===== config.mk =====
export PLATFORM = sky130hd
export DESIGN_NAME = pipeline_control_unit_flat
export DESIGN_NICKNAME = d
export VERILOG_FILES = /design/src/rtl/pipeline_control_unit_pkg.sv /design/src/rtl/pipeline_control_unit_if.sv /design/src/rtl/sat_counter.sv /design/src/rtl/pipeline_control_unit.sv /design/src/flat_wrapper.sv
export SDC_FILE = /design/constraint.sdc
export NUM_CORES = 1
export LEC_CHECK = 0
export ABC_AREA = 1
export BUFFER_PORTS_ARGS = -buffer_cell sky130_fd_sc_hd__clkbuf_2
export CAP_MARGIN = 20
export CORE_MARGIN = 1.5
export CORE_UTILIZATION = 45
export DETAILED_ROUTE_END_ITERATION = 12
export GPL_TIMING_DRIVEN = 0
export PLACE_DENSITY = 0.75
export SLEW_MARGIN = 20
export SYNTH_ARGS = -nofsm -noshare
export SYNTH_HDL_FRONTEND = slang
export SYNTH_SLANG_ARGS = --single-unit

===== constraint.sdc =====
create_clock -name CLK -period 2.48 [get_ports CLK]
set_input_delay 0 -clock CLK [delete_from_list [all_inputs] [get_ports CLK]]
set_output_delay 0 -clock CLK [all_outputs]
set_load 0.01 [all_outputs]

===== src/rtl/pipeline_control_unit_pkg.sv =====
// Shared types for the pipeline stall/flush sequencer: FSM states,
// the per-register control bundle and the default counter width.
package pipeline_control_unit_pkg;

    localparam int unsigned PCU_CNT_WIDTH_DEFAULT = 32;

    typedef enum logic [1:0] {
        PCU_RUN         = 2'd0,
        PCU_MULDIV_WAIT = 2'd1,
        PCU_DMEM_WAIT   = 2'd2
    } pcu_state_e;

    typedef struct packed {
        logic pc_stall;
        logic ifid_stall;
        logic idex_stall;
        logic exmem_stall;
        logic ifid_flush;
        logic idex_flush;
        logic exmem_flush;
        logic memwb_flush;
    } pcu_ctrl_t;

endpackage


===== src/rtl/pipeline_control_unit_if.sv =====
// Hazard/event inputs and stall/flush/counter outputs of the pipeline
// control unit; slave is the sequencer side, master the pipeline side.
interface pipeline_control_unit_if
    import pipeline_control_unit_pkg::*;
#(
    parameter int unsigned CNT_WIDTH = PCU_CNT_WIDTH_DEFAULT
) ();

    logic                 LU_HAZ_SIG;
    logic                 BRANCH_TAKEN;
    logic                 IMEM_BUSY;
    logic                 DMEM_BUSY;
    logic                 MULDIV_START;
    logic                 MULDIV_DONE;

    logic                 PC_STALL;
    logic                 IFID_STALL;
    logic                 IDEX_STALL;
    logic                 EXMEM_STALL;
    logic                 IFID_FLUSH;
    logic                 IDEX_FLUSH;
    logic                 EXMEM_FLUSH;
    logic                 MEMWB_FLUSH;
    logic [CNT_WIDTH-1:0] STALL_COUNT;
    logic [CNT_WIDTH-1:0] FLUSH_COUNT;
    logic [1:0]           CTRL_STATE;

    modport master (
        output LU_HAZ_SIG, BRANCH_TAKEN, IMEM_BUSY, DMEM_BUSY,
               MULDIV_START, MULDIV_DONE,
        input  PC_STALL, IFID_STALL, IDEX_STALL, EXMEM_STALL,
               IFID_FLUSH, IDEX_FLUSH, EXMEM_FLUSH, MEMWB_FLUSH,
               STALL_COUNT, FLUSH_COUNT, CTRL_STATE
    );

    modport slave (
        input  LU_HAZ_SIG, BRANCH_TAKEN, IMEM_BUSY, DMEM_BUSY,
               MULDIV_START, MULDIV_DONE,
        output PC_STALL, IFID_STALL, IDEX_STALL, EXMEM_STALL,
               IFID_FLUSH, IDEX_FLUSH, EXMEM_FLUSH, MEMWB_FLUSH,
               STALL_COUNT, FLUSH_COUNT, CTRL_STATE
    );

endinterface


===== src/rtl/sat_counter.sv =====
// Up-counter that sticks at all-ones instead of wrapping.
module sat_counter #(
    parameter int unsigned WIDTH = 32
) (
    input  logic             CLK,
    input  logic             RESET,
    input  logic             INC,
    output logic [WIDTH-1:0] COUNT
);

    always_ff @(posedge CLK) begin
        if (RESET) begin
            COUNT <= '0;
        end else if (INC && (COUNT != {WIDTH{1'b1}})) begin
            COUNT <= COUNT + WIDTH'(1);
        end
    end

endmodule


===== src/rtl/pipeline_control_unit.sv =====
// Central stall/flush sequencer: priority-encodes memory waits, mul/div,
// redirects and load-use hazards into per-register stall/bubble controls.
module pipeline_control_unit
    import pipeline_control_unit_pkg::*;
#(
    parameter int unsigned CNT_WIDTH = PCU_CNT_WIDTH_DEFAULT
) (
    input logic                   CLK,
    input logic                   RESET,
    pipeline_control_unit_if.slave bus
);

    pcu_state_e           state_q;
    pcu_state_e           state_d;
    logic                 if_flush_pending_q;
    logic                 if_flush_pending_d;
    logic                 muldiv_done_seen_q;
    logic                 muldiv_done_seen_d;
    logic                 muldiv_hold;
    logic                 flush_inc;
    pcu_ctrl_t            ctrl;
    logic [CNT_WIDTH-1:0] stall_count;
    logic [CNT_WIDTH-1:0] flush_count;

    // An op is in flight while EX holds it (level START, or already waiting)
    // and no completion has been observed yet.
    assign muldiv_hold = ((state_q == PCU_MULDIV_WAIT) || bus.MULDIV_START)
                         && !bus.MULDIV_DONE && !muldiv_done_seen_q;

    // Priority encoder: first matching rule drives controls and next state.
    always_comb begin
        ctrl               = '0;
        state_d            = PCU_RUN;
        if_flush_pending_d = if_flush_pending_q;
        muldiv_done_seen_d = muldiv_done_seen_q;
        flush_inc          = 1'b0;

        if (bus.DMEM_BUSY) begin
            ctrl.pc_stall      = 1'b1;
            ctrl.ifid_stall    = 1'b1;
            ctrl.idex_stall    = 1'b1;
            ctrl.exmem_stall   = 1'b1;
            ctrl.memwb_flush   = 1'b1;
            state_d            = PCU_DMEM_WAIT;
            muldiv_done_seen_d = muldiv_done_seen_q | bus.MULDIV_DONE;
        end else begin
            muldiv_done_seen_d = 1'b0;
            if (muldiv_hold) begin
                ctrl.pc_stall    = 1'b1;
                ctrl.ifid_stall  = 1'b1;
                ctrl.idex_stall  = 1'b1;
                ctrl.exmem_flush = 1'b1;
                state_d          = PCU_MULDIV_WAIT;
            end else if (bus.BRANCH_TAKEN) begin
                ctrl.ifid_flush    = 1'b1;
                ctrl.idex_flush    = 1'b1;
                flush_inc          = 1'b1;
                // A completed fetch is discarded right here; only a busy one
                // leaves a wrong-path instruction to drop later.
                if_flush_pending_d = bus.IMEM_BUSY;
            end else if (bus.LU_HAZ_SIG) begin
                ctrl.pc_stall   = 1'b1;
                ctrl.ifid_stall = 1'b1;
                ctrl.idex_flush = 1'b1;
            end else if (bus.IMEM_BUSY) begin
                ctrl.pc_stall   = 1'b1;
                ctrl.ifid_flush = 1'b1;
            end else if (if_flush_pending_q) begin
                ctrl.ifid_flush    = 1'b1;
                if_flush_pending_d = 1'b0;
            end
        end

        if (RESET) begin
            ctrl      = '0;
            flush_inc = 1'b0;
        end
    end

    // State and flag register.
    always_ff @(posedge CLK) begin
        if (RESET) begin
            state_q            <= PCU_RUN;
            if_flush_pending_q <= 1'b0;
            muldiv_done_seen_q <= 1'b0;
        end else begin
            state_q            <= state_d;
            if_flush_pending_q <= if_flush_pending_d;
            muldiv_done_seen_q <= muldiv_done_seen_d;
        end
    end

    sat_counter #(.WIDTH(CNT_WIDTH)) u_stall_cnt (
        .CLK   (CLK),
        .RESET (RESET),
        .INC   (ctrl.pc_stall),
        .COUNT (stall_count)
    );

    sat_counter #(.WIDTH(CNT_WIDTH)) u_flush_cnt (
        .CLK   (CLK),
        .RESET (RESET),
        .INC   (flush_inc),
        .COUNT (flush_count)
    );

    assign bus.PC_STALL    = ctrl.pc_stall;
    assign bus.IFID_STALL  = ctrl.ifid_stall;
    assign bus.IDEX_STALL  = ctrl.idex_stall;
    assign bus.EXMEM_STALL = ctrl.exmem_stall;
    assign bus.IFID_FLUSH  = ctrl.ifid_flush;
    assign bus.IDEX_FLUSH  = ctrl.idex_flush;
    assign bus.EXMEM_FLUSH = ctrl.exmem_flush;
    assign bus.MEMWB_FLUSH = ctrl.memwb_flush;
    assign bus.STALL_COUNT = stall_count;
    assign bus.FLUSH_COUNT = flush_count;
    assign bus.CTRL_STATE  = 2'(state_q);

endmodule


===== src/flat_wrapper.sv =====
// flat-port wrapper written by rule: the top's interface ports become plain ports
module pipeline_control_unit_flat import pipeline_control_unit_pkg::*;
#(
    parameter int unsigned CNT_WIDTH = PCU_CNT_WIDTH_DEFAULT
)
  (CLK, RESET, bus_LU_HAZ_SIG, bus_BRANCH_TAKEN, bus_IMEM_BUSY, bus_DMEM_BUSY, bus_MULDIV_START, bus_MULDIV_DONE, bus_PC_STALL, bus_IFID_STALL, bus_IDEX_STALL, bus_EXMEM_STALL, bus_IFID_FLUSH, bus_IDEX_FLUSH, bus_EXMEM_FLUSH, bus_MEMWB_FLUSH, bus_STALL_COUNT, bus_FLUSH_COUNT, bus_CTRL_STATE);
  pipeline_control_unit_if #(.CNT_WIDTH(CNT_WIDTH)) bus_i ();
  input logic CLK;
  input logic RESET;
  input wire logic [$bits(bus_i.LU_HAZ_SIG)-1:0] bus_LU_HAZ_SIG;
  input wire logic [$bits(bus_i.BRANCH_TAKEN)-1:0] bus_BRANCH_TAKEN;
  input wire logic [$bits(bus_i.IMEM_BUSY)-1:0] bus_IMEM_BUSY;
  input wire logic [$bits(bus_i.DMEM_BUSY)-1:0] bus_DMEM_BUSY;
  input wire logic [$bits(bus_i.MULDIV_START)-1:0] bus_MULDIV_START;
  input wire logic [$bits(bus_i.MULDIV_DONE)-1:0] bus_MULDIV_DONE;
  output wire logic [$bits(bus_i.PC_STALL)-1:0] bus_PC_STALL;
  output wire logic [$bits(bus_i.IFID_STALL)-1:0] bus_IFID_STALL;
  output wire logic [$bits(bus_i.IDEX_STALL)-1:0] bus_IDEX_STALL;
  output wire logic [$bits(bus_i.EXMEM_STALL)-1:0] bus_EXMEM_STALL;
  output wire logic [$bits(bus_i.IFID_FLUSH)-1:0] bus_IFID_FLUSH;
  output wire logic [$bits(bus_i.IDEX_FLUSH)-1:0] bus_IDEX_FLUSH;
  output wire logic [$bits(bus_i.EXMEM_FLUSH)-1:0] bus_EXMEM_FLUSH;
  output wire logic [$bits(bus_i.MEMWB_FLUSH)-1:0] bus_MEMWB_FLUSH;
  output wire logic [$bits(bus_i.STALL_COUNT)-1:0] bus_STALL_COUNT;
  output wire logic [$bits(bus_i.FLUSH_COUNT)-1:0] bus_FLUSH_COUNT;
  output wire logic [$bits(bus_i.CTRL_STATE)-1:0] bus_CTRL_STATE;
  assign bus_i.LU_HAZ_SIG = bus_LU_HAZ_SIG;
  assign bus_i.BRANCH_TAKEN = bus_BRANCH_TAKEN;
  assign bus_i.IMEM_BUSY = bus_IMEM_BUSY;
  assign bus_i.DMEM_BUSY = bus_DMEM_BUSY;
  assign bus_i.MULDIV_START = bus_MULDIV_START;
  assign bus_i.MULDIV_DONE = bus_MULDIV_DONE;
  assign bus_PC_STALL = bus_i.PC_STALL;
  assign bus_IFID_STALL = bus_i.IFID_STALL;
  assign bus_IDEX_STALL = bus_i.IDEX_STALL;
  assign bus_EXMEM_STALL = bus_i.EXMEM_STALL;
  assign bus_IFID_FLUSH = bus_i.IFID_FLUSH;
  assign bus_IDEX_FLUSH = bus_i.IDEX_FLUSH;
  assign bus_EXMEM_FLUSH = bus_i.EXMEM_FLUSH;
  assign bus_MEMWB_FLUSH = bus_i.MEMWB_FLUSH;
  assign bus_STALL_COUNT = bus_i.STALL_COUNT;
  assign bus_FLUSH_COUNT = bus_i.FLUSH_COUNT;
  assign bus_CTRL_STATE = bus_i.CTRL_STATE;
  pipeline_control_unit #(.CNT_WIDTH(CNT_WIDTH)) u_core (.CLK(CLK), .RESET(RESET), .bus(bus_i));
endmodule

* After elaboration in Yosys (flattened, before gate mapping)
Index checks and enable logic that the tools add are counted.
** Cells by class
- Multiplexer cells :: 24
- Reductions and logical operators :: 10
- Equal/unequal tests :: 5
- Bitwise operators :: 3
- Add/subtract/negate cells :: 2
** Operators by type and width (number)
- $add A32 B1 Y32 const B :: 2
- $ne A32 B32 Y1 const B :: 2
- $mux W1 :: 16
- $mux W2 :: 5
- $mux W8 :: 1
- $mux W3 :: 2
- $logic_and A1 B1 Y1 :: 4
- $reduce_and A4 Y1 :: 1
- $reduce_or A2 Y1 :: 2
- $eq A2 B1 Y1 const B :: 1
- $logic_not A1 Y1 :: 2
- $ne A2 B1 Y1 const B :: 1
- $ne A2 B2 Y1 const B :: 1
- $not A1 Y1 :: 2
- $logic_or A1 B1 Y1 :: 1
- $or A1 B1 Y1 :: 1
** Word-level totals
- Output and inout bits :: 74
- Word-level logic and storage cells :: 50
- Flip-flop bits (word level) :: 68
- Input port bits :: 8

* Depth between registers and ports, before layout
Gate-level depths: netlist of run 1.
- Depth in word-level cells :: 8
- Gate-level depth with buffers :: 11
- Depth with buffers taken out :: 10

* Modules after synthesis
From an unflattened synthesis of run 1, not the netlist that was laid out.
** Second synthesis, totals
- Cells, all modules :: 685
- Area, all modules :: 4385.5 µm²
** By module, submodules not included
- sat_counter :: area an instance 2062.0 µm², cells an instance 324, instances 2
- pipeline_control_unit :: area an instance 261.5 µm², cells an instance 37, instances 1

* Worst setup path after synthesis of run 1
Ideal clock, no wire load.
- Path type :: register -> register
- Start :: register u_core.u_flush_cnt.COUNT[0]
- End :: register u_core.u_flush_cnt.COUNT[23]
- Cell stages (with the launch flop) :: 12
- Buffers on the path :: 1
- Clock period less this slack :: 1.715 ns
- Arrival :: 1.579 ns
- Setup time :: 0.136 ns
- Slack :: 0.765 ns
- Data required time :: 2.344 ns
- Path through :: dfxtp_1 -> ha_1 -> nand2_2 -> nor2_4 -> nand2_4 -> nor2_8 -> nand2_4 -> nand2_8 -> inv_4 -> buf_4 -> nand2_1 -> a21oi_2
** Between the ends
- Longest elaborated chain between the ends :: 2
** RTL lines
- start: declaration :: RTL line sat_counter.sv:8 : output logic [WIDTH-1:0] COUNT
- start signal: assignment :: RTL line sat_counter.sv:15 : COUNT <= COUNT + WIDTH'(1);
- branches (longest 2 deep; another with $add A32 B1 Y32)
Several ways; the timed one is not identified.
A chain may end at the register's enable or synchronous reset.

* Worst setup path after layout of run 1
- Start :: register u_core.u_flush_cnt.COUNT[0]
- End :: register u_core.u_flush_cnt.COUNT[15]
The elaborated chain is that of the path after synthesis.

==> results of run 1 <==
==> placed cells by master (no fill, tap or decap), types with 2 or more instances in the layout <==
cell / instances
nor2_8: 2
dlygate4sd3_1: 4
nand2_1: 278
nand2_4: 4
clkbuf_2: 80
ha_1: 2
nor2_4: 5
dfxtp_1: 68
clkbuf_1: 6
xnor2_1: 15
a21oi_2: 26
nor2_2: 4
buf_6: 7
o21ai_0: 8
clkbuf_8: 13
a21oi_1: 24
nand2_2: 10
nand2_8: 2
xor2_1: 15
nand4_1: 9
inv_4: 2
nor3_1: 8
nand3_1: 33
nor2_1: 118
buf_4: 4
inv_1: 57
==> worst min-delay path: stages <==
cell and delay (ns):
buf_4 0.15, inv_2 0.10, o21ai_0 0.09, nor2_1 0.04
==> registers in the layout, indices dropped and copies added (netlist names) <==
signal and count:
u_core.if_flush_pending_q 1, u_core.u_stall_cnt.COUNT 32, u_core.u_flush_cnt.COUNT 32, u_core.muldiv_done_seen_q 1, u_core.bus.CTRL_STATE 2
==> kinds of logic after synthesis <==
family	synth area share
adder cells (fa/ha/maj)	0.005614
buffers and inverters	0.08450
XOR/XNOR	0.05896
AND/OR/NAND/NOR	0.4548
AO/OA/AOI/OAI	0.09068
flip-flops	0.3054
==> power breakdown <==
part	internal, mW	total (mW)	switching [mW]
Sequential	1.10	1.11	0.0116
Combinational	0.0638	0.183	0.119
Clock	0.573	1.01	0.432
==> worst paths after layout <==
check / startpoint / end / slack [ns] / cells after the start
min reg2reg: u_core.if_flush_pending_q$_SDFFE_PP0P_ / u_core.if_flush_pending_q$_SDFFE_PP0P_ / 0.47 / 1
max: u_core.u_flush_cnt.COUNT[0]$_SDFFE_PP0P_ / u_core.u_flush_cnt.COUNT[15]$_SDFFE_PP0P_ / 0.58 / 11
min: RESET / u_core.u_stall_cnt.COUNT[17]$_SDFFE_PP0P_ / 0.07 / 4
max reg2reg: u_core.u_flush_cnt.COUNT[0]$_SDFFE_PP0P_ / u_core.u_flush_cnt.COUNT[15]$_SDFFE_PP0P_ / 0.58 / 11
==> per-stage QoR <==
stage | cells | hold slack (ns)
final | 945 | 0.07026
after global routing | 945 | 0.1247
after CTS | 945 | 0.06829
after detailed placement | 925 | 0.2204
after global placement | 925 | 0.2185
after floorplan | 712 | 0.05069
==> final cells by class <==
type	instances	area (sq um)
timing repair buffer	84	440.4
sequential	68	1361
clock inverter	3	42.54
tap	133	166.4
multi-input combinational	566	2719
buffer	18	146.4
clock buffer	13	178.9
inverter	60	230.2
fill	1007	4399
==> layer usage <==
layer,vias up,part of all wire,global-route usage
li1,2399,-,-
met1,2060,0.46,0.3092
met2,146,0.46,0.3729
met4,0,0.018,0.08851
met3,18,0.062,0.03797
met5,-,0,0
==> summary.txt, run 1 <==
Clocking
  – # hold bufs at CTS: 4
  – Num CTS Buffers: 9
  – Setup bufs post-CTS: 0
  – # clock sinks: 68
  – Post-CTS sizing: 0
  – Clk buf depth: 2
  – Root Driver: clkbuf_8
  – H-tree depth: 3
  – Clock transition at path regs: 0.08 ns
  – CTS tree: done
  – Clk Latency, worst-skew pair: 0.35 ns

Drt
  – TritonRoute pass-1 iters: 6
  – Initial DRC count: 186
  – Drt drc: 0
  – Wire length per cell: 12.12 um
  – Vias/cell: 4.892
  – DR vias: 4623
  – Antenna Nets Post-Route: 0
  – WL final: 11.45 mm

Synthesis
  – Post-Synthesis Cells: 712
  – Syn nets: 722
  – Synth top cells by count: nand2_1, nor2_1, dfxtp_1, inv_1, nand3_1
  – Synthesis Warnings: 0
  – Post-Syn Area: 4457 sq um
  – Async SR Flop Fraction: 0
  – Seq/Total Area, Yosys: 0.3054
  – Yosys top cell area share: 0.3054
  – Synth cell types: 28
  – Syn_area_per_cell: 6.260 sq um
  – Post-synthesis sequential element count: 68
  – Synth top area cells: dfxtp_1, nand2_1, nor2_1
  – Post-synth top flop: dfxtp_1
  – Synth area leader: dfxtp_1
  – Most common cell in the synthesized netlist: nand2_1
  – Post-synth EDFFs: 0

Placed design
  – Dpl cell area: 5024 sq um
  – PortBufs: 80
  – DP Worst Slack: 0.5724 ns
  – Detailed placer's ending HPWL: 8.869 mm
  – RePlAce Congestion: 0.9129

Worst setup path
  – Largest delay contributor family on the critical path: simple AND/OR/NAND/NOR gates
  – Critical-path cell list: ha_1 > nand2_2 > nor2_4 > nand2_4 > nor2_8 > nand2_4 > nand2_8 > inv_4 > buf_4 > nand2_1 > a21oi_1
  – Startpoint Class: flip-flop
  – CP max-delay cell: dfxtp_1
  – Most Frequent Cell on Critical Path: nand2_4
  – Crit-path max FO: 10
  – CP required: 2.69 ns
  – Crit path DAT: 2.11 ns
  – CP bufs+invs: 2
  – Peak per-stage delay on the critical path: 0.45 ns
  – Worst setup EP type: flip-flop
  – WS Path Type: flip-flop to flip-flop

Power and ir drop
  – Pwr per Cell Area: 435.2 nW/um^2
  – VDD IR max: 204.7 uV
  – Total power: 2.300 mW
  – Static Leak: 2.128 nW

Run
  – Max-cap violations: 0

STA
  – Setup tns final: 0 ns
  – Hold Vio Cnt, Final: 0
  – Clk_skew: 0.01184 ns
  – Final period util: 0.7665
  – Max Freq: 0.5261 GHz
  – Relative slew slack: 0.4239
  – Setup violations, final: 0
  – Tmin final: 1.901 ns
  – Max-slew violations: 0
  – Tightest Pin Transition: 0.8642 ns
  – RSZ-0062 raised after global routing: false
  – Final worst slack: 0.5791 ns

Floorplan
  – Die width: 102.5 um
  – Row cnt: 36
  – Die area: 10510 sq um
  – Initial Util: 0.4602
  – Die height: 102.5 um
  – CORE AREA: 9684 sq um
  – IO Count: 82

Final layout
  – Layout Area Growth over Synthesis: 18.59%
  – # diodes: 0
  – Ratio of cells with drive above 1 in the final layout: 0.2032
  – Post-route cell area: 5285 sq um
  – Util after Layout: 0.5457
  – Nets: 817

Global route
  – Global-route wire length before repair: 19.02 mm
  – Initial antenna violation count: 0
  – Largest net degree at the start of global routing: 12
  – Vias in the first global route: 4083
  – Overflow after GRT: 0
  – All-layer global routing usage: 0.2308

Outcome
  – Status: complete, no violations

Worst hold path
  – HP Class: input pin to flip-flop
Note: power is estimated with default switching activity, not from simulation.
==> run 2, diff against run 1 <==
PLACE_DENSITY = 0.77   (was 0.75)
clock period = 1.6 ns   (was 2.48 ns; I/O delays follow)
==> summary.txt, run 2 (synthesis gave the netlist of run 1 again) <==
Drt
  – TritonRoute pass-1 iters: 5 (-1)
  – Wire length per cell: 13.18 um (+8.7%)
  – Vias/cell: 5.020 (+2.6%)
  – WL final: 12.78 mm (+12%)
  – Antenna Nets Post-Route: 0 (unchanged)
  – Drt drc: 0 (unchanged)
  – DR vias: 4869 (+5.3%)
  – Initial DRC count: 291 (+56%)

Placed design
  – RePlAce Congestion: 0.9929 (+8.8%)
  – Detailed placer's ending HPWL: 8.817 mm (-0.59%)
  – Dpl cell area: 5054 sq um (+0.60%)
  – PortBufs: 80 (unchanged)

Worst setup path
  – Crit path from: u_core.u_flush_cnt.COUNT[16]$_SDFFE_PP0P_
  – Worst setup EP type: flip-flop
  – Critical-path cell list: nand2_1 > nor2_2 > nand2_1 > nor2_4 > nand2_8 > nand2_8 > inv_8 > clkbuf_16 > nand2_1 > a21oi_1
  – CP bufs+invs: 2 (unchanged)
  – CP required: 1.81 ns (-0.88 ns)
  – Largest delay contributor family on the critical path: simple AND/OR/NAND/NOR gates
  – Crit-path max FO: 9 (-1)
  – Startpoint Class: flip-flop
  – Peak per-stage delay on the critical path: 0.40 ns (-0.05 ns)
  – Most Frequent Cell on Critical Path: nand2_1
  – Crit path DAT: 1.83 ns (-0.28 ns)
  – CP max-delay cell: dfxtp_2
  – WS Path Type: flip-flop to flip-flop
  – Reg2Reg Launch Point: u_core.u_flush_cnt.COUNT[16]$_SDFFE_PP0P_

Worst hold path
  – Critical hold path startpoint: RESET
  – HP Class: input pin to flip-flop

Final layout
  – Most common library cell in the layout ignoring fill and taps: nand2_1
  – Ratio of cells with drive above 1 in the final layout: 0.3620 (+0.1588)
  – Util after Layout: 0.6114 (+0.06563)
  – Layout Area Growth over Synthesis: 32.85%
  – Post-route cell area: 5921 sq um (+12%)
  – # diodes: 0 (unchanged)
  – Nets: 842 (+3.1%)
  – Commonest non-fill, non-tap cells in the layout: nand2_1, nor2_1, clkbuf_2, inv_1, dfxtp_2

Global route
  – Vias in the first global route: 4191 (+2.6%)
  – Global-route wire length before repair: 19.60 mm (+3.1%)
  – Overflow after GRT: 0 (unchanged)
  – Initial antenna violation count: 0 (unchanged)
  – Largest net degree at the start of global routing: 13 (+1)
  – All-layer global routing usage: 0.2364 (+0.005659)

STA
  – Relative slew slack: 0.4644 (+0.04056)
  – Final period util: 1.016 (+0.2493)
  – WHS: 0.07657 ns (+0.006303 ns)
  – Setup violations, final: 14 (+14)
  – Tmin final: 1.625 ns (-0.2756 ns)
  – Hold Vio Cnt, Final: 0 (unchanged)
  – Max Freq: 0.6153 GHz (+17%)
  – Tightest Pin Transition: 0.8034 ns (-0.06084 ns)
  – Final worst slack: -0.02531 ns (-0.6044 ns)
  – Max-slew violations: 0 (unchanged)
  – Clk_skew: 0.01259 ns (+0.0007497 ns)
  – RSZ-0062 raised after global routing: true

Power and ir drop
  – Total power: 3.752 mW (+63%)
  – Sw power: 0.9652 mW (+71%)
  – Sw Ratio: 0.2572 (+0.01239)
  – Cell Int Power: 2.787 mW (+60%)
  – Static Leak: 2.340 nW (+10%)
  – Pwr per Cell Area: 633.7 nW/um^2 (+46%)
  – Sequential power share: 0.455 (-0.028)
  – Logic pwr share: 0.110 (+0.030)
  – VDD IR max: 480.9 uV (+130%)
  – Clock power share: 0.436 (about the same)

Floorplan
  – Die width: 102.5 um (unchanged)
  – Row cnt: 36 (unchanged)
  – Initial Util: 0.4602 (unchanged)
  – Die height: 102.5 um (unchanged)
  – Die area: 10510 sq um (unchanged)
  – CORE AREA: 9684 sq um (unchanged)
  – IO Count: 82 (unchanged)

Clocking
  – Clock transition at path regs: 0.08 ns (about the same)
  – Clk Latency, worst-skew pair: 0.35 ns (about the same)
  – Root Driver: clkbuf_8
  – # clock sinks: 68 (unchanged)
  – H-tree depth: 3 (unchanged)
  – Clk buf depth: 2 (unchanged)
  – Num CTS Buffers: 9 (unchanged)
  – CTS tree: done

Outcome
  – Status: finished, violations left
  – Failing checks: setup timing

Run
  – Max-cap violations: 0 (unchanged)
run 2: tightest hold or removal path: cells and delay by family:
| kind | cells | cell delay, ns |
|---|---|---|
| buf+inv | 2 | 0.27 |
| compound gates | 1 | 0.08 |
| simple gates | 1 | 0.04 |
run 2: area by class of cell:
| class | instances | area [sq um] |
|---|---|---|
| Buffer | 18 | 180.2 |
| Clock buffer | 10 | 137.6 |
| Clock inverter | 6 | 87.58 |
| Fill cell | 865 | 3764 |
| Inverter | 60 | 240.2 |
| Multi-Input combinational cell | 566 | 2925 |
| Sequential cell | 68 | 1464 |
| Tap cell | 133 | 166.4 |
| Timing Repair Buffer | 109 | 719.4 |
run 2: worst paths after layout:
check	end	slack [ns]	cells after the start
worst min-delay path	u_core.u_stall_cnt.COUNT[18]$_SDFFE_PP0P_	0.08	4
worst max-delay path	u_core.u_flush_cnt.COUNT[16]$_SDFFE_PP0P_	-0.03	10
worst min register to register	u_core.if_flush_pending_q$_SDFFE_PP0P_	0.48	1
worst max register to register	u_core.u_flush_cnt.COUNT[16]$_SDFFE_PP0P_	-0.03	10
run 2: what timing repair did:
| item | 4_1_cts | 5_1_grt |
|---|---|---|
| endpoints found under the setup margin | 63 | 64 |
| pin swaps | 8 | 16 |
| endpoints found under the hold margin | 3 | 0 |
| hold buffers | 4 | 0 |
| cloned | 0 | 5 |
| buffers inserted | 12 | 8 |
| gates resized for setup | 52 | 86 |
run 2: per-stage QoR:
stage                     cells  setup TNS, ns  setup WS [ns]
final                       970        -0.1056       -0.02531
after global routing        970         -3.540       -0.09682
after CTS                   957              0       0.001133
after detailed placement    925         -5.467        -0.1481
after global placement      925         -4.839        -0.1419
after floorplan             712              0       0.009171
run 2: power groups by stage:
stage | Clock (mW) | Combinational (mW) | Sequential [mW]
after CTS | 1.67 | 0.331 | 1.72
after detailed placement | 0 | 0.284 | 1.77
after global routing | 1.75 | 0.441 | 1.71
final | 1.63 | 0.411 | 1.71
after floorplan | 0 | 0.189 | 1.77
after global placement | 0 | 0.281 | 1.77
run 2: per-layer routing:
layer | GRT usage | wire length [um]
met2 | 0.3943 | 6290
met5 | 0 | 0
met4 | 0.07482 | 284
met1 | 0.3035 | 5248
met3 | 0.05492 | 956
==> run 3, diff against run 2 <==
REMOVE_ABC_BUFFERS = 1   (was not set)
==> summary.txt, run 3 (synthesis gave the netlist of run 1 again) <==
Global route
  – Overflow after GRT: 0 (unchanged)
  – Largest net degree at the start of global routing: 56 (+43)
  – Global-route wire length before repair: 19.95 mm (+1.8%)
  – Vias in the first global route: 4442 (+6.0%)
  – All-layer global routing usage: 0.2395 (+0.003108)
  – Initial antenna violation count: 0 (unchanged)

Worst setup path
  – R2r endpoint: u_core.u_flush_cnt.COUNT[24]$_SDFFE_PP0P_
  – WS Path Type: flip-flop to flip-flop
  – End of the critical path: u_core.u_flush_cnt.COUNT[24]$_SDFFE_PP0P_
  – Crit path from: u_core.u_flush_cnt.COUNT[0]$_SDFFE_PP0P_
  – Startpoint Class: flip-flop
  – Reg2Reg Launch Point: u_core.u_flush_cnt.COUNT[0]$_SDFFE_PP0P_
  – Crit-path max FO: 4 (-5)
  – Critical-path cell list: ha_4 > nand2_2 > nor2_4 > nand2_4 > buf_4 > nor3_4 > inv_1 > nor2_4 > nor2_2 > nor2_1
  – CP bufs+invs: 2 (unchanged)
  – Crit path DAT: 1.88 ns (+0.05 ns)
  – Critical path depth in cells: 10 (unchanged)
  – CP max-delay cell: dfxtp_4
  – Worst-case reg-to-reg path depth: 10 (unchanged)
  – Most Frequent Cell on Critical Path: nor2_4
  – R2r setup slk: 0.003 ns (+0.03 ns)
  – CP required: 1.89 ns (+0.08 ns)
  – Largest delay contributor family on the critical path: simple AND/OR/NAND/NOR gates
  – Peak per-stage delay on the critical path: 0.37 ns (-0.03 ns)
  – Worst setup EP type: flip-flop

STA
  – Relative slew slack: 0.6910 (+0.2265)
  – Max-slew violations: 0 (unchanged)
  – Clk_skew: 0.01378 ns (+0.001196 ns)
  – WHS: 0.02855 ns (-0.04802 ns)
  – Tmin final: 1.597 ns (-0.02781 ns)
  – Max Freq: 0.6260 GHz (+1.7%)
  – Setup violations, final: 0 (-14)
  – Hold Vio Cnt, Final: 0 (unchanged)
  – Tightest Pin Transition: 0.4636 ns (-0.3398 ns)
  – Final period util: 0.9984 (-0.01738)
  – RSZ-0062 raised after global routing: true

Placed design
  – PortBufs: 81 (+1.3%)
  – Detailed placer's ending HPWL: 7.860 mm (-11%)
  – RePlAce Congestion: 0.9428 (-5.0%)
  – Dpl cell area: 4885 sq um (-3.3%)
  – Placed cell count: 908 (-1.8%)

Drt
  – DR vias: 4743 (-2.6%)
  – TritonRoute pass-1 iters: 5 (unchanged)
  – WL final: 12.25 mm (-4.2%)
  – Antenna Nets Post-Route: 0 (unchanged)
  – Drt drc: 0 (unchanged)
  – Wire length per cell: 12.73 um (-3.4%)
  – Vias/cell: 4.930 (-1.8%)
  – Initial DRC count: 178 (-39%)

Final layout
  – # diodes: 0 (unchanged)
  – Commonest non-fill, non-tap cells in the layout: nand2_1, nor2_1, clkbuf_2, inv_1, dfxtp_2
  – Post-route cell area: 5863 sq um (-0.97%)
  – Layout Area Growth over Synthesis: 31.56%
  – Fillcell total: 863 (-0.23%)
  – Util after Layout: 0.6054 (-0.005944)
  – Final non-filler cell total: 962 (-0.82%)
  – Nets: 834 (-0.95%)
  – Ratio of cells with drive above 1 in the final layout: 0.3583 (-0.003744)
  – Most common library cell in the layout ignoring fill and taps: nand2_1

Floorplan
  – Die area: 10510 sq um (unchanged)
  – Row cnt: 36 (unchanged)
  – Initial Util: 0.4602 (unchanged)
  – CORE AREA: 9684 sq um (unchanged)
  – Die height: 102.5 um (unchanged)
  – Die width: 102.5 um (unchanged)
  – IO Count: 82 (unchanged)

Power and ir drop
  – Static Leak: 2.286 nW (-2.3%)
  – VDD IR max: 506.4 uV (+5.3%)
  – Pwr per Cell Area: 672.0 nW/um^2 (+6.0%)

Run
  – Max-cap violations: 0 (unchanged)

Clocking
  – # clock sinks: 68 (unchanged)
  – H-tree depth: 3 (unchanged)
  – Clk buf depth: 2 (unchanged)
  – Clk Latency, worst-skew pair: 0.36 ns (about the same)
  – Num CTS Buffers: 9 (unchanged)
  – CTS tree: done
  – Clock transition at path regs: 0.08 ns (about the same)
  – Root Driver: clkbuf_8

Worst hold path
  – HP Class: input pin to flip-flop

Outcome
  – Status: complete, no violations
## run 3: report_power, final
part	leakage [nW]	internal, mW	switching [mW]
clock	0.127	1.20	0.702
sequential	0.583	1.69	0.0148
combinational	1.58	0.124	0.211
total	2.29	3.01	0.928
## run 3: cell type report
class,count,area [sq um],share of cell area
Clock inverter,6,136.4,0.02326
Inverter,60,237.7,0.04055
Tap cell,133,166.4,0.02838
Timing Repair Buffer,117,734.5,0.1253
Sequential cell,68,1464,0.2497
Multi-Input combinational cell,568,2997,0.5111
Clock buffer,10,127.6,0.02177
## run 3: worst reg2reg max path, cell delays in order (launching register included)
cell	delay (ns)
dfxtp_4	0.37
ha_4	0.15
nand2_2	0.07
nor2_4	0.15
nand2_4	0.10
buf_4	0.15
nor3_4	0.22
inv_1	0.11
nor2_4	0.11
nor2_2	0.04
nor2_1	0.07
## run 3: worst min path at each step
stage / start / to / cells past startpoint
final: RESET / u_core.u_flush_cnt.COUNT[11]$_SDFFE_PP0P_ / 2
after global routing: RESET / u_core.u_flush_cnt.COUNT[30]$_SDFFE_PP0P_ / 2
after detailed placement: bus_DMEM_BUSY / u_core.bus.CTRL_STATE[0]$_SDFF_PP0_ / 2
after floorplan: bus_DMEM_BUSY / bus_EXMEM_FLUSH / 1
after global placement: bus_DMEM_BUSY / u_core.bus.CTRL_STATE[0]$_SDFF_PP0_ / 2
after CTS: RESET / u_core.u_flush_cnt.COUNT[23]$_SDFFE_PP0P_ / 2
## run 3: repair_timing
action | CTS | global route
setup buffers | 13 | 19
hold buffers | 4 | 0
pin swaps | 6 | 40
setup endpoints to repair | 65 | 65
gates cloned | 2 | 0
hold endpoints to repair | 4 | 0
resized for setup | 53 | 99
## run 3: layer usage
| layer | part of all wire | track usage | up-vias |
|---|---|---|---|
| met1 | 0.42 | 0.2855 | 2118 |
| met2 | 0.50 | 0.4244 | 144 |
| li1 | - | - | 2455 |
| met3 | 0.057 | 0.04339 | 26 |
| met5 | 0 | 0 | - |
| met4 | 0.025 | 0.09905 | 0 |
## run 3: per-stage QoR
stage	power, mW	TNS [ns]	setup slack, ns
finish	3.940	0	0.002505
detailed placement	1.983	-31.90	-0.7631
CTS	3.947	-0.0005211	-0.0005211
floorplan	1.884	-4.461	-0.1171
global placement	1.981	-66.31	-1.380
global route	4.074	-1.804	-0.07989
